--- config.mk ---
export PLATFORM = sky130hd
export DESIGN_NAME = a2d_resp_flat
export DESIGN_NICKNAME = d
export VERILOG_FILES = /design/src/rtl/a2d_pkg.sv /design/src/rtl/a2d_resp_if.sv /design/src/rtl/spi_sync_edge.sv /design/src/rtl/a2d_resp.sv /design/src/flat_wrapper.sv
export SDC_FILE = /design/constraint.sdc
export NUM_CORES = 1
export LEC_CHECK = 0
export BUFFER_PORTS_ARGS = -buffer_cell sky130_fd_sc_hd__buf_2
export CORE_UTILIZATION = 52
export CTS_CLUSTER_DIAMETER = 50
export CTS_CLUSTER_SIZE = 30
export DETAILED_ROUTE_END_ITERATION = 8
export PLACE_DENSITY = 0.8
export SYNTH_ARGS = -nofsm -noshare
export SYNTH_HDL_FRONTEND = slang
export SYNTH_HIERARCHICAL = 1
export SYNTH_SLANG_ARGS = --single-unit
export TNS_END_PERCENT = 1
--- constraint.sdc ---
create_clock -name clk -period 2.3 [get_ports clk]
set_input_delay 0.345 -clock clk [delete_from_list [all_inputs] [get_ports clk]]
set_output_delay 0.345 -clock clk [all_outputs]
set_load 0.02 [all_outputs]
--- src/rtl/a2d_pkg.sv ---
// Shared types and constants for the a2d_resp SPI response block.
package a2d_pkg;

  localparam int         FRAME_BITS = 16;
  localparam int         CHNL_LSB   = 11;
  localparam int         RES_W      = 12;
  localparam int         NUM_CH     = 8;
  localparam logic [7:0] LFSR_SEED  = 8'hA5;

  typedef enum logic [1:0] {IDLE, SHIFT, DONE} state_t;

  // One step of the 8-bit Fibonacci LFSR, taps 8,6,5,4.
  function automatic logic [7:0] lfsr_next(input logic [7:0] l);
    return {l[6:0], l[7] ^ l[5] ^ l[4] ^ l[3]};
  endfunction

endpackage

--- src/rtl/a2d_resp_if.sv ---
// SPI pins between an external master and the a2d_resp slave.
interface a2d_resp_if;
  logic SS_n;
  logic SCLK;
  logic MOSI;
  logic MISO;

  modport master (output SS_n, SCLK, MOSI, input MISO);
  modport slave  (input SS_n, SCLK, MOSI, output MISO);
endinterface

--- src/rtl/spi_sync_edge.sv ---
// Two-flop synchronizer plus one edge-detect flop for one asynchronous pin.
module spi_sync_edge #(
  parameter logic IDLE_LVL = 1'b0
) (
  input  logic clk,
  input  logic rst,
  input  logic d,
  output logic level,
  output logic rise,
  output logic fall
);

  logic meta_q, meta_d;
  logic sync_q, sync_d;
  logic prev_q, prev_d;

  // next values of the synchronizer chain
  always_comb begin
    meta_d = d;
    sync_d = meta_q;
    prev_d = sync_q;
  end

  // chain resets to the pin's idle level so reset creates no spurious edge
  always_ff @(posedge clk) begin
    if (rst) begin
      meta_q <= IDLE_LVL;
      sync_q <= IDLE_LVL;
      prev_q <= IDLE_LVL;
    end else begin
      meta_q <= meta_d;
      sync_q <= sync_d;
      prev_q <= prev_d;
    end
  end

  assign level = sync_q;
  assign rise  = sync_q & ~prev_q;
  assign fall  = ~sync_q & prev_q;

endmodule

--- src/rtl/a2d_resp.sv ---
// a2d_resp: SPI slave that receives 16-bit command frames and returns the
// selected channel's conversion result in the following frame.
// Optional feature: define A2D_NOISE_EN to XOR an LFSR dither into results.
module a2d_resp #(
  parameter int NUM_CH = a2d_pkg::NUM_CH,
  parameter int RES_W  = a2d_pkg::RES_W
) (
  input  logic                    clk,
  input  logic                    rst,
  a2d_resp_if.slave               spi,
  input  logic [NUM_CH*RES_W-1:0] ana,
  output logic [15:0]             cmd,
  output logic [2:0]              chnnl,
  output logic                    cmd_vld,
  output logic                    frm_err
);

  import a2d_pkg::*;

  logic ss_lvl, ss_rise, ss_fall;
  logic sclk_lvl, sclk_rise, sclk_fall;
  logic mosi_lvl, mosi_rise, mosi_fall;
  logic unused_sync;

  spi_sync_edge #(.IDLE_LVL(1'b1)) u_ss (
    .clk(clk), .rst(rst), .d(spi.SS_n),
    .level(ss_lvl), .rise(ss_rise), .fall(ss_fall)
  );
  spi_sync_edge #(.IDLE_LVL(1'b1)) u_sclk (
    .clk(clk), .rst(rst), .d(spi.SCLK),
    .level(sclk_lvl), .rise(sclk_rise), .fall(sclk_fall)
  );
  spi_sync_edge #(.IDLE_LVL(1'b0)) u_mosi (
    .clk(clk), .rst(rst), .d(spi.MOSI),
    .level(mosi_lvl), .rise(mosi_rise), .fall(mosi_fall)
  );

  assign unused_sync = ^{sclk_lvl, mosi_rise, mosi_fall};

  state_t state_q, state_d;
  logic   start, sample, drive, accept, reject;

  logic [FRAME_BITS-1:0] rx_shft_q, rx_shft_d;
  logic [FRAME_BITS-1:0] tx_shft_q, tx_shft_d;
  logic [FRAME_BITS-1:0] resp_q, resp_d;      // last loaded response, replayed at each frame start
  logic [4:0]            bit_cnt_q, bit_cnt_d;
  logic [15:0]           cmd_q, cmd_d;
  logic [2:0]            chnnl_q, chnnl_d;
  logic                  cmd_vld_q, cmd_vld_d;
  logic                  frm_err_q, frm_err_d;
  logic [2:0]            sel;
  logic [RES_W-1:0]      res;
  logic [FRAME_BITS-1:0] resp_new;
`ifdef A2D_NOISE_EN
  logic [7:0]            lfsr_q, lfsr_d;
`endif

  // state register
  always_ff @(posedge clk) begin
    if (rst) state_q <= IDLE;
    else     state_q <= state_d;
  end

  // next-state: frame opens on SS_n fall, closes on SS_n rise
  always_comb begin
    state_d = state_q;
    case (state_q)
      IDLE:    if (ss_fall) state_d = SHIFT;
      SHIFT:   if (ss_rise) state_d = DONE;
      DONE:    state_d = IDLE;
      default: state_d = IDLE;
    endcase
  end

  // FSM outputs; SCLK edges outside SHIFT (incl. the SS_n-fall cycle) are dropped
  always_comb begin
    start  = 1'b0;
    sample = 1'b0;
    drive  = 1'b0;
    accept = 1'b0;
    reject = 1'b0;
    case (state_q)
      IDLE:  start = ss_fall;
      SHIFT: begin
        sample = sclk_rise;
        drive  = sclk_fall;
      end
      DONE: begin
        accept = (bit_cnt_q == 5'(FRAME_BITS));
        reject = (bit_cnt_q != 5'(FRAME_BITS));
      end
      default: ;
    endcase
  end

  // channel result picked from the command just received
  always_comb begin
    sel = rx_shft_q[CHNL_LSB +: 3];
    res = '0;
    for (int c = 0; c < NUM_CH; c++)
      if (int'(sel) == c) res = ana[c*RES_W +: RES_W];
`ifdef A2D_NOISE_EN
    res = res ^ {{(RES_W-2){1'b0}}, lfsr_q[1:0]};
`endif
    resp_new = '0;
    resp_new[RES_W-1:0] = res;
  end

  // datapath next values
  always_comb begin
    rx_shft_d = rx_shft_q;
    tx_shft_d = tx_shft_q;
    resp_d    = resp_q;
    bit_cnt_d = bit_cnt_q;
    cmd_d     = cmd_q;
    chnnl_d   = chnnl_q;
    cmd_vld_d = accept;
    frm_err_d = reject;
    // reload from resp_q so an aborted (short) frame cannot corrupt the next reply
    if (start) begin
      bit_cnt_d = '0;
      tx_shft_d = resp_q;
    end
    if (sample) begin
      rx_shft_d = {rx_shft_q[FRAME_BITS-2:0], mosi_lvl};
      if (bit_cnt_q != 5'd31) bit_cnt_d = bit_cnt_q + 5'd1;
    end
    if (drive) tx_shft_d = {tx_shft_q[FRAME_BITS-2:0], 1'b0};
    if (accept) begin
      cmd_d     = rx_shft_q;
      chnnl_d   = sel;
      tx_shft_d = resp_new;
      resp_d    = resp_new;
    end
  end

  // datapath registers
  always_ff @(posedge clk) begin
    if (rst) begin
      rx_shft_q <= '0;
      tx_shft_q <= '0;
      resp_q    <= '0;
      bit_cnt_q <= '0;
      cmd_q     <= '0;
      chnnl_q   <= '0;
      cmd_vld_q <= 1'b0;
      frm_err_q <= 1'b0;
    end else begin
      rx_shft_q <= rx_shft_d;
      tx_shft_q <= tx_shft_d;
      resp_q    <= resp_d;
      bit_cnt_q <= bit_cnt_d;
      cmd_q     <= cmd_d;
      chnnl_q   <= chnnl_d;
      cmd_vld_q <= cmd_vld_d;
      frm_err_q <= frm_err_d;
    end
  end

`ifdef A2D_NOISE_EN
  // dither LFSR steps once per accepted frame, after its value was used
  always_comb begin
    lfsr_d = lfsr_q;
    if (accept) lfsr_d = lfsr_next(lfsr_q);
  end

  // dither LFSR register
  always_ff @(posedge clk) begin
    if (rst) lfsr_q <= LFSR_SEED;
    else     lfsr_q <= lfsr_d;
  end
`endif

  assign spi.MISO = tx_shft_q[FRAME_BITS-1] & ~ss_lvl;
  assign cmd      = cmd_q;
  assign chnnl    = chnnl_q;
  assign cmd_vld  = cmd_vld_q;
  assign frm_err  = frm_err_q;

endmodule

--- src/flat_wrapper.sv ---
// flat-port wrapper written by rule: the top's interface ports become plain ports
module a2d_resp_flat import a2d_pkg::*;
#(
  parameter int NUM_CH = a2d_pkg::NUM_CH,
  parameter int RES_W  = a2d_pkg::RES_W
)
  (clk, rst, ana, cmd, chnnl, cmd_vld, frm_err, spi_SS_n, spi_SCLK, spi_MOSI, spi_MISO);
  a2d_resp_if spi_i ();
  input  logic clk;
  input  logic rst;
  input  logic [NUM_CH*RES_W-1:0] ana;
  output logic [15:0] cmd;
  output logic [2:0] chnnl;
  output logic cmd_vld;
  output logic frm_err;
  input wire logic [$bits(spi_i.SS_n)-1:0] spi_SS_n;
  input wire logic [$bits(spi_i.SCLK)-1:0] spi_SCLK;
  input wire logic [$bits(spi_i.MOSI)-1:0] spi_MOSI;
  output wire logic [$bits(spi_i.MISO)-1:0] spi_MISO;
  assign spi_i.SS_n = spi_SS_n;
  assign spi_i.SCLK = spi_SCLK;
  assign spi_i.MOSI = spi_MOSI;
  assign spi_MISO = spi_i.MISO;
  a2d_resp #(.NUM_CH(NUM_CH), .RES_W(RES_W)) u_core (.clk(clk), .rst(rst), .spi(spi_i), .ana(ana), .cmd(cmd), .chnnl(chnnl), .cmd_vld(cmd_vld), .frm_err(frm_err));
endmodule
Word-level counts from Yosys, hierarchy flattened:

Cells that the tools add are included.

* reductions and logical operators: 7
* bitwise logic cells: 10
* equality and inequality tests: 14
* muxes and demuxes: 21
* $add $sub $neg: 1

Operator list (number)
* $mux 12: 9
* $mux 16: 2
* $mux 5: 3
* $eq 3x3->1 const B: 4
* $ne 5x5->1 const B: 2
* $eq 3x2->1 const B: 2
* $add 5x1->5 const B: 1
* $and 1x1->1: 5
* $eq 5x5->1 const B: 1
* $not 1->1: 5
* $mux 1: 4
* $mux 2: 2
* $ne 2x1->1 const B: 2
* $pmux 2 s2: 1
* $reduce_or 2->1: 2
* $eq 3x1->1 const B: 1
* $logic_not 3->1: 1
* $reduce_bool 3->1: 1
* $eq 2x1->1 const B: 1
* $eq 2x2->1 const B: 1
* $logic_not 2->1: 1
* $reduce_and 2->1: 1
* $reduce_bool 2->1: 1

* logic and storage cells: 71
* output and inout port bits: 22
* bits of input ports: 101
* bits in registers: 80

Longest topological paths before layout:

* depth in word-level cells: 10
* gate-level depth with buffers: 8
* gate-level depth less buffers: 7

Hierarchy:

Netlist, hierarchy kept.

By module, submodules not included
* a2d_resp: area each 3843.7 um2, sequential area each 1381.3 um2, times used 1, cells each 458
* spi_sync_edge at u_core.u_sclk ...: area each 92.6 um2, sequential area each 60.1 um2, times used 2, cells each 8
* spi_sync_edge at u_core.u_mosi: area each 91.3 um2, sequential area each 60.1 um2, times used 1, cells each 8

Least setup slack after synthesis:

No wires, ideal clock.

* path kind: flip-flop to flip-flop
* start point: register u_core.bit_cnt_q[0]
* end point: register u_core.resp_q[9]
* cell stages (with the launch flop): 9
* setup slack: 644 ps
* arrival: 1518 ps
* library setup time: 137 ps
* buffers on the path: 1
* required time: 2163 ps
* period minus slack after synthesis: 1656 ps
* cells stage by stage: dfxtp_1 -> inv_1 -> ha_1 -> nor4bb_2 -> nand3b_1 -> buf_2 -> a31oi_1 -> o31a_1 -> nor3_2

* cells in the longest elaborated chain, start to end: 2

Ends and longest elaborated chain
* start: declaration: RTL line a2d_resp.sv:46 `logic [4:0] bit_cnt_q, bit_cnt_d;`
* start signal: assignment: RTL line a2d_resp.sv:152 `bit_cnt_q <= bit_cnt_d;`
* $eq 5x5->1: RTL line a2d_resp.sv:89 `accept = (bit_cnt_q == 5'(FRAME_BITS));`
* $mux 1: RTL line a2d_resp.sv:82 `case (state_q)`
* end signal: assignment: RTL line a2d_resp.sv:151 `resp_q <= resp_d;`
* end: declaration: RTL line a2d_resp.sv:45 `logic [FRAME_BITS-1:0] resp_q, resp_d;`

Every way passes these cells.
A chain may end at the register's enable or synchronous reset.

Worst setup path in the final report:

* start point: register u_core.bit_cnt_q[0]
* end point: register u_core.bit_cnt_q[3]

* cells in the longest elaborated chain, start to end: 3
* elaborated cells between the ends (all ways): 4
* those cells by class: add/sub: 1; eq/ne: 1; mux: 2

Ends and longest elaborated chain
* $add 5x1->5 / $ne 5x5->1 (equally long branches): RTL line a2d_resp.sv:126 `if (bit_cnt_q != 5'd31) bit_cnt_d = bit_cnt_q + 5'd1;`
* $mux 5 (*): RTL line a2d_resp.sv:126
* $mux 5 (*): RTL line a2d_resp.sv:124 `if (sample) begin`

Mark *: on every way between the ends. The rest lies on a longest branch, timed or not.

==> flow_summary.ini <==
[cts]
cts.sink_count = 77
clockBufferDepth = 2
cts_tree = yes
numCtsBuffers = 9
cts_hold_buf = 0
post_cts_resize_count = 0
worst_setup_hold_path_clk_slew_ns = 0.08
clockRootBuffer = clkbuf_8
cts.repair_timing.setup_buffer_count = 0
clock_latency_ns = 0.35
clock_tree.htree_level_count = 3

[sta]
slew_headroom = 0.371
setup_slack_ns = 0.384
finalMaxSlewViolations = 0
slew_of_the_pin_with_the_lowest_slew_margin_ns = 0.944
grt_setup_unrepaired = false
timing_hold_violations_final = 0
skew_ns = 0.0100
finalSetupViolCount = 0
finalCriticalPeriod_ns = 1.92
fin_setup_tns_ns = 0
finalCritPeriodShare = 0.833
maxClockFrequency_ghz = 0.522

[routing]
drc = 0
route.final.wire_length_mm = 10.0
detail_route.vias_per_cell = 5.68
drt_pass1_iterations = 4
routed-via-count = 3866
dr.first_iter.drc_count = 189
ant_nets = 0
wl_per_cell_um = 14.7

[die]
floorplan.die_area_um2 = 8210
floorplan.die.width_um = 90.6
fp.coreArea_um2 = 7410
initial_core_util = 0.551
die_height_um = 90.6
design.portCount = 123
placementRows = 31

[placement]
dpl_worst_slack_ns = 0.448
place_congestion = 0.824
dp.cells = 665
dpl.hpwl_mm = 7.22
placement.io_buffers = 122

[setup_path]
critical-path-slowest-cell = dfxtp_1
reg2reg_depth = 7
crit_path_max_fanout = 6
timing.critical_path.required_ns = 2.49
critical_path_capture_point_type = register
crit_path_max_incr_delay_ns = 0.37
crit_chain = ha_1 -> and3_1 -> ha_1 -> nor2_1 -> nor2_1 -> a21oi_1 -> a211oi_1
crit-reg2reg-launch = u_core/bit_cnt_q[0]$_SDFF_PP0_
startpoint_type = register
timing.reg2reg.setup_slack_ns = 0.38
critical_setup_path_class = register to register
worst-endpoint-arrival_ns = 2.11
worst_flop_to_flop_path_endpoint = u_core/bit_cnt_q[3]$_SDFF_PP0_

[global_routing]
grt_pass1_vias = 3788
global_route.usage.total = 0.249
largest_net_degree_at_the_start_of_global_routing = 47
overflow = 0
wire_length_of_the_first_global_routing_pass_mm = 16.8
grt_antenna_before_repair = 0

[final_layout]
antennaDiodeCount = 0
area_delta_synth_final_pct = 18.9
final_layout_size_suffix_gt1_frac = 0.302
fill_cells = 632
fin_cells = 681
num-nets-final = 681

[yosys]
synth.avg_cell_area_um2 = 8.54
synth-warning-count = 6
netlist_area_um2 = 4080
syn_inst = 478
postSynthNetCount = 582

[power]
cellLeakagePower_nw = 1.94
powerDensity_nw_per_um2 = 521
power.ir.vdd_worst_uv = 615

[outcome]
run_status = completed

[min_path]
holdPathStages = 2
hold_path.class = input pin to register
hold_path_startpoint = spi_SS_n
worst_hold_path.endpoint = u_core/u_ss/meta_q$_SDFF_PP1_

[run]
drv_cap = 0
[power breakdown]
part	internal [mW]	total, mW	switching, mW
Combinational	0.109	0.203	0.0943
Clock	0.501	0.965	0.464
Sequential	1.35	1.36	0.0110
[worst max path at each step]
| stage | to | depth (start not counted) | startpoint | slack [ns] |
|---|---|---|---|---|
| finish | u_core/bit_cnt_q[3]$_SDFF_PP0_ | 7 | u_core/bit_cnt_q[0]$_SDFF_PP0_ | 0.38 |
| CTS | u_core/bit_cnt_q[3]$_SDFF_PP0_ | 7 | u_core/bit_cnt_q[0]$_SDFF_PP0_ | 0.40 |
| floorplan | u_core/resp_q[9]$_SDFFE_PP0P_ | 8 | u_core/bit_cnt_q[0]$_SDFF_PP0_ | 0.64 |
| global placement | u_core/tx_shft_q[11]$_SDFFE_PP0P_ | 7 | u_core/bit_cnt_q[0]$_SDFF_PP0_ | 0.56 |
| detailed placement | u_core/bit_cnt_q[3]$_SDFF_PP0_ | 7 | u_core/bit_cnt_q[0]$_SDFF_PP0_ | 0.45 |
| global route | u_core/bit_cnt_q[2]$_SDFF_PP0_ | 7 | u_core/bit_cnt_q[0]$_SDFF_PP0_ | 0.25 |
[layout by cell type (no fill, tap or decap), types with 10 or more instances in the layout]
cell / count
dfxtp_1: 76
buf_2: 122
mux2i_1: 13
a211oi_2: 11
nor2_1: 20
a21oi_1: 59
nand2_1: 90
nand2b_1: 12
o221ai_1: 18
nand3_1: 10
[layer usage]
| metal | up-vias | wire, um | part of all wire | GRT usage |
|---|---|---|---|---|
| li1 | 1920 | - | - | - |
| met1 | 1818 | 4200 | 0.42 | 0.288 |
| met2 | 107 | 5240 | 0.52 | 0.446 |
| met3 | 21 | 400 | 0.040 | 0.0556 |
| met4 | 0 | 171 | 0.017 | 0.0887 |
| met5 | - | 0 | 0 | 0 |
[stage by stage]
step                cell area (um2)  hold WS (ns)  utilization  power [mW]
detailed placement             4670         0.392        0.630        1.59
finish                         4850         0.178        0.655        2.53
global placement               4670         0.392        0.630        1.59
floorplan                      4080         0.383            -        1.48
CTS                            4850         0.159        0.655        2.55
global route                   4850         0.176        0.655        2.63
[flip-flops by register name, indices dropped and copies added (netlist names)]
name,count
u_core/u_sclk/level,1
u_core/cmd,16
u_core/u_sclk/meta_q,1
u_core/resp_q,12
u_core/u_ss/meta_q,1
u_core/u_mosi/meta_q,1
u_core/u_ss/prev_q,1
u_core/frm_err,1
u_core/bit_cnt_q,5
u_core/state_q,2
u_core/u_mosi/level,1
u_core/u_ss/level,1
u_core/u_sclk/prev_q,1
u_core/tx_shft_q,16
u_core/rx_shft_q,16
u_core/cmd_vld,1
[worst max-delay path, delay by kind of cell, from the launching register on]
kind | cells | cell delay (ns)
flops | 1 | 0.37
fa+ha+maj | 2 | 0.45
simple gates | 3 | 0.66
compound gates | 2 | 0.28
[cell type report]
type | count | area [um2] | area share
Clock inverter | 4 | 48.8 | 0.0101
Multi-Input combinational cell | 356 | 2250 | 0.464
Sequential cell | 77 | 1540 | 0.318
Inverter | 2 | 7.51 | 0.00155
Clock buffer | 12 | 135 | 0.0278
Tap cell | 99 | 124 | 0.0255
Timing Repair Buffer | 131 | 741 | 0.153
Note: power is estimated with default switching activity, not from simulation.
